[config.mk]
export PLATFORM = sky130hd
export DESIGN_NAME = io_bus_master
export DESIGN_NICKNAME = d
export VERILOG_FILES = /design/src/rtl/io_bus_master.sv
export SDC_FILE = /design/constraint.sdc
export NUM_CORES = 1
export LEC_CHECK = 0
export ABC_CLOCK_PERIOD_IN_PS = 3000
export CAP_MARGIN = 20
export CORE_MARGIN = 1
export CORE_UTILIZATION = 40
export CTS_BUF_LIST = sky130_fd_sc_hd__clkbuf_8
export DETAILED_ROUTE_END_ITERATION = 12
export GPL_TIMING_DRIVEN = 0
export PLACE_DENSITY = 0.74
export SLEW_MARGIN = 15
export SYNTH_ARGS = -nofsm -noshare
export SYNTH_HDL_FRONTEND = slang
export SYNTH_SLANG_ARGS = --single-unit
[constraint.sdc]
create_clock -name i_clk -period 3 [get_ports i_clk]
set_input_delay 0.6 -clock i_clk [delete_from_list [all_inputs] [get_ports i_clk]]
set_output_delay 0.6 -clock i_clk [all_outputs]
set_load 0.005 [all_outputs]
[src/rtl/io_bus_master.sv]
// io_bus_master: initiator side of the 8-bit IO bus.
// Turns a single-cycle CPU request into a timed NCE / address / strobe
// sequence with registered IO outputs, and captures read data from the
// shared bus at the end of the strobe window.
module io_bus_master #(
    parameter int unsigned SETUP_CYCLES  = 1,  // 1..255
    parameter int unsigned STROBE_CYCLES = 2,  // 1..255
    parameter int unsigned HOLD_CYCLES   = 1   // 1..255
) (
    input  logic       i_clk,
    input  logic       i_resetn,
    input  logic       i_req,
    input  logic       i_write,
    input  logic [7:0] i_address,
    input  logic [7:0] i_wdata,
    output logic       o_busy,
    output logic       o_done,
    output logic [7:0] o_rdata,
    output logic       o_ioNCE,
    output logic [7:0] o_ioAddress,
    output logic       o_ioNOE,
    output logic       o_ioNWE,
    output logic [7:0] o_bus,
    output logic       o_busNOE,
    input  logic [7:0] i_bus
);

    typedef enum logic [1:0] {
        ST_IDLE,
        ST_SETUP,
        ST_STROBE,
        ST_HOLD
    } state_t;

    // Counter reload values: each phase lasts N cycles, counting N-1 down to 0.
    localparam logic [7:0] SETUP_LD  = 8'(SETUP_CYCLES - 1);
    localparam logic [7:0] STROBE_LD = 8'(STROBE_CYCLES - 1);
    localparam logic [7:0] HOLD_LD   = 8'(HOLD_CYCLES - 1);

    state_t     state_q, state_d;
    logic [7:0] cnt_q, cnt_d;
    logic       write_q, write_d;

    // Registered IO outputs. Their next values are derived from the next
    // state so every IO line changes exactly on the edge that enters a phase.
    logic       nce_q, nce_d;
    logic       noe_q, noe_d;
    logic       nwe_q, nwe_d;
    logic       busnoe_q, busnoe_d;
    logic [7:0] addr_q, addr_d;
    logic [7:0] bus_q, bus_d;
    logic [7:0] rdata_q, rdata_d;
    logic       busy_q, busy_d;
    logic       done_q, done_d;

    // Next-state, counter, latching and next-output decode.
    always_comb begin
        state_d  = state_q;
        cnt_d    = cnt_q - 8'd1;
        write_d  = write_q;
        addr_d   = addr_q;
        bus_d    = bus_q;
        rdata_d  = rdata_q;
        done_d   = 1'b0;

        case (state_q)
            ST_IDLE: begin
                cnt_d = cnt_q;
                if (i_req) begin
                    state_d = ST_SETUP;
                    cnt_d   = SETUP_LD;
                    write_d = i_write;
                    addr_d  = i_address;
                    // o_bus only ever shows write data; reads leave it alone.
                    if (i_write) begin
                        bus_d = i_wdata;
                    end
                end
            end
            ST_SETUP: begin
                if (cnt_q == 8'd0) begin
                    state_d = ST_STROBE;
                    cnt_d   = STROBE_LD;
                end
            end
            ST_STROBE: begin
                if (cnt_q == 8'd0) begin
                    state_d = ST_HOLD;
                    cnt_d   = HOLD_LD;
                    // Peripheral data must be valid by the end of the last strobe cycle.
                    if (!write_q) begin
                        rdata_d = i_bus;
                    end
                end
            end
            ST_HOLD: begin
                if (cnt_q == 8'd0) begin
                    state_d = ST_IDLE;
                    cnt_d   = 8'd0;
                    done_d  = 1'b1;
                end
            end
            default: begin
                state_d = ST_IDLE;
                cnt_d   = 8'd0;
            end
        endcase

        busy_d   = (state_d != ST_IDLE);
        nce_d    = !busy_d;
        busnoe_d = !(busy_d && write_d);
        noe_d    = !((state_d == ST_STROBE) && !write_d);
        nwe_d    = !((state_d == ST_STROBE) && write_d);
    end

    // State, counter and output registers with synchronous active-low reset.
    always_ff @(posedge i_clk) begin
        if (!i_resetn) begin
            state_q  <= ST_IDLE;
            cnt_q    <= 8'd0;
            write_q  <= 1'b0;
            nce_q    <= 1'b1;
            noe_q    <= 1'b1;
            nwe_q    <= 1'b1;
            busnoe_q <= 1'b1;
            addr_q   <= 8'h00;
            bus_q    <= 8'h00;
            rdata_q  <= 8'h00;
            busy_q   <= 1'b0;
            done_q   <= 1'b0;
        end else begin
            state_q  <= state_d;
            cnt_q    <= cnt_d;
            write_q  <= write_d;
            nce_q    <= nce_d;
            noe_q    <= noe_d;
            nwe_q    <= nwe_d;
            busnoe_q <= busnoe_d;
            addr_q   <= addr_d;
            bus_q    <= bus_d;
            rdata_q  <= rdata_d;
            busy_q   <= busy_d;
            done_q   <= done_d;
        end
    end

    assign o_busy      = busy_q;
    assign o_done      = done_q;
    assign o_rdata     = rdata_q;
    assign o_ioNCE     = nce_q;
    assign o_ioAddress = addr_q;
    assign o_ioNOE     = noe_q;
    assign o_ioNWE     = nwe_q;
    assign o_bus       = bus_q;
    assign o_busNOE    = busnoe_q;

endmodule

==> results.tsv <==
metric	value	unit
ctsResizeCount	0	
grt_max_degree	14	
p_per_area	864	mW/mm²
required	3.22	ns
power.switching_fraction	37.2	%
initial_core_util	43.0	%
cts-root-buf	clkbuf_8	
routed_wl	3420	µm
pwr-share-comb	45.5	%
grt.overflow.total	0	
ys_ff_latch	41	
wire_per_inst	11.6	µm
startpoint	i_resetn	
drc	0	
tns	0	ns
fmax	482	MHz
layout_common_cells	clkdlybuf4s50_1, dfxtp_1, nand2_1	
path_buf_inv	2	
cp_top_family	compound AO/OA/AOI/OAI gates	
final_layout_size_suffix_gt1_share	7.72	%
hold_path_class	reg2reg	
grtUsageTotal	17.4	%
slowest_delay	0.62	ns
dr_total_vias	1440	
finalSetupViolCount	0	
synth_area	0.00162	mm²
cellLeakagePower	0.926	nW
min_period_over_period	69.1	%
cp.arrival	2.30	ns
path_clk_slew	0.07	ns
outcome	completed	
netlist.area_leader.share	50.6	%
crit_path_end_kind	flop	
intPower	1.27	mW
drt_iter0_drc	68	
dp_slack	0.595	ns
cp-start-kind	primary input	
port-buffer-count	57	
stdcell_area	0.00234	mm²
finalWorstSetupSlack	0.927	ns
placed_cell_area	0.00225	mm²
ctsHoldBuffers	0	
rsz0062_at_grt	false	
die_w	65.7	µm
gp_congestion	0.793	
pwr-share-clk	17.0	%
syn_area_per_cell	8.96	µm²
grt_pass1_wl	5690	µm
cp_max_fo	7	
yosys.area.top_type	dfxtp_1	
cts_buffers	5	
n_antenna_cell	0	
drv_slew	0	
cts_tree	built	
antenna_left	0	
syn2layout_area_growth	44.2	%
p_seq_share	37.5	%
dp.cells	286	
slowest_stage	a211oi_1	
relSlewSlack	53.1	%
dp_hpwl	2450	µm
die_area	0.00431	mm²
fillers	359	
io_pins	58	
rows	22	
clk_latency	0.29	ns
maxCapViolations	0	
hold_viol_final	0	
fin_nets	275	
routed_via_density	4.90	
crit_chain	clkdlybuf4s50_1 > inv_1 > a211oi_1 > a21oi_1 > a31oi_1	
coreArea	0.00377	mm²
layout_min_cycle_time	2.07	ns
htree_levels	2	
fin_hold_ws	0.453	ns
ys_warn_count	0	
layout.cells.non_filler	294	
synth_area_leaders	dfxtp_1, nand2_1, a21oi_1	
grt_pass1_vias	1293	
cts.sinks	41	
finalPower	2.02	mW
fin_util	62.0	%
drt_first_pass_iters	4	
cts_setup_buffers	0	
final_common_cell	clkdlybuf4s50_1	
path_class	in2reg	
clockBufferDepth	2	
seq_area	821	µm²
tightest_slew	0.699	ns
syn_nets	211	
rr_startpoint	cnt_q[0]	
finClkSkew	0.00180	ns
die_h	65.7	µm
synth-seq-area-share	50.6	%
netlist_instances	181	
antenna_found_initial	0	
power.switching	0.752	mW
ys_types	34	
irDropWorstVdd	512	µV
worstHoldStart	o_bus[4]	
multiInputGateArea	758	µm²
path summary, 6_finish.rpt:
kind	end	slack, ns	cells after the start
worst min-delay path	o_bus[4]	0.45	2
worst max register to register	cnt_q[2]	1.19	6
worst min register to register	o_bus[4]	0.45	2
worst max-delay path	cnt_q[2]	0.93	5
Yosys cell counts, drive strengths merged:
cell type,n
nor4,1
nor3b,3
nand2b,2
a22o,2
inv,3
a21oi,22
and3,1
or3b,1
and2,2
or3,2
nor4b,1
clkbuf,3
o22ai,1
xnor2,1
mux2i,10
buf,4
dfxtp,41
a31oi,1
nor2,18
xor2,3
a211oi,2
nand3,9
a22oi,1
nor4bb,1
o21ai,1
o21a,2
nor3,4
ha,2
nand2,36
and4bb,1
power by group through the flow:
| stage | Combinational, mW | Clock [mW] | Sequential, mW |
|---|---|---|---|
| 2_1_floorplan | 0.654 | 0 | 0.761 |
| 3_3_place_gp | 0.905 | 0 | 0.768 |
| 3_5_place_dp | 0.916 | 0 | 0.769 |
| 4_1_cts | 0.921 | 0.359 | 0.757 |
| 5_1_grt | 1.04 | 0.381 | 0.773 |
| 6_report | 0.919 | 0.343 | 0.759 |
final cells by class:
cell class              count  share of cell area [%]
repair buffers             57                    24.4
plain buffers               7                    1.34
flip-flops and latches     41                    35.1
well taps                  48                    2.57
clock buffers               5                    2.94
inverters                   3                   0.482
multi-input cells         130                    32.4
clock inverters             3                   0.749
registers in the layout (all words and copies together), names as in the netlist, 2 cells and up:
name and flops:
o_ioAddress 8, state_q 2, cnt_q 8, o_rdata 8, o_bus 8
routing by layer:
metal	GRT usage [%]	share of wire [%]	wire, µm
met2	28.6	45	1550
met1	19.9	45	1550
met3	7.12	7.7	262
met5	0	0	0
met4	6.52	1.4	49
worst min-delay path, stage by stage (launching register included):
cell and delay (ns):
dfxtp_1 0.31, nand2_1 0.05, a21oi_1 0.05
cells by family after synthesis:
group	share of synthesized area (%)
and+or+nand+nor	25.6
DFF	50.6
AOI/OAI and AO/OA	11.3
buffers and inverters	2.62
muxes	6.17
xor gates and xnor gates	2.16
adders and majority gates	1.54
Note: power is estimated with default switching activity, not from simulation.
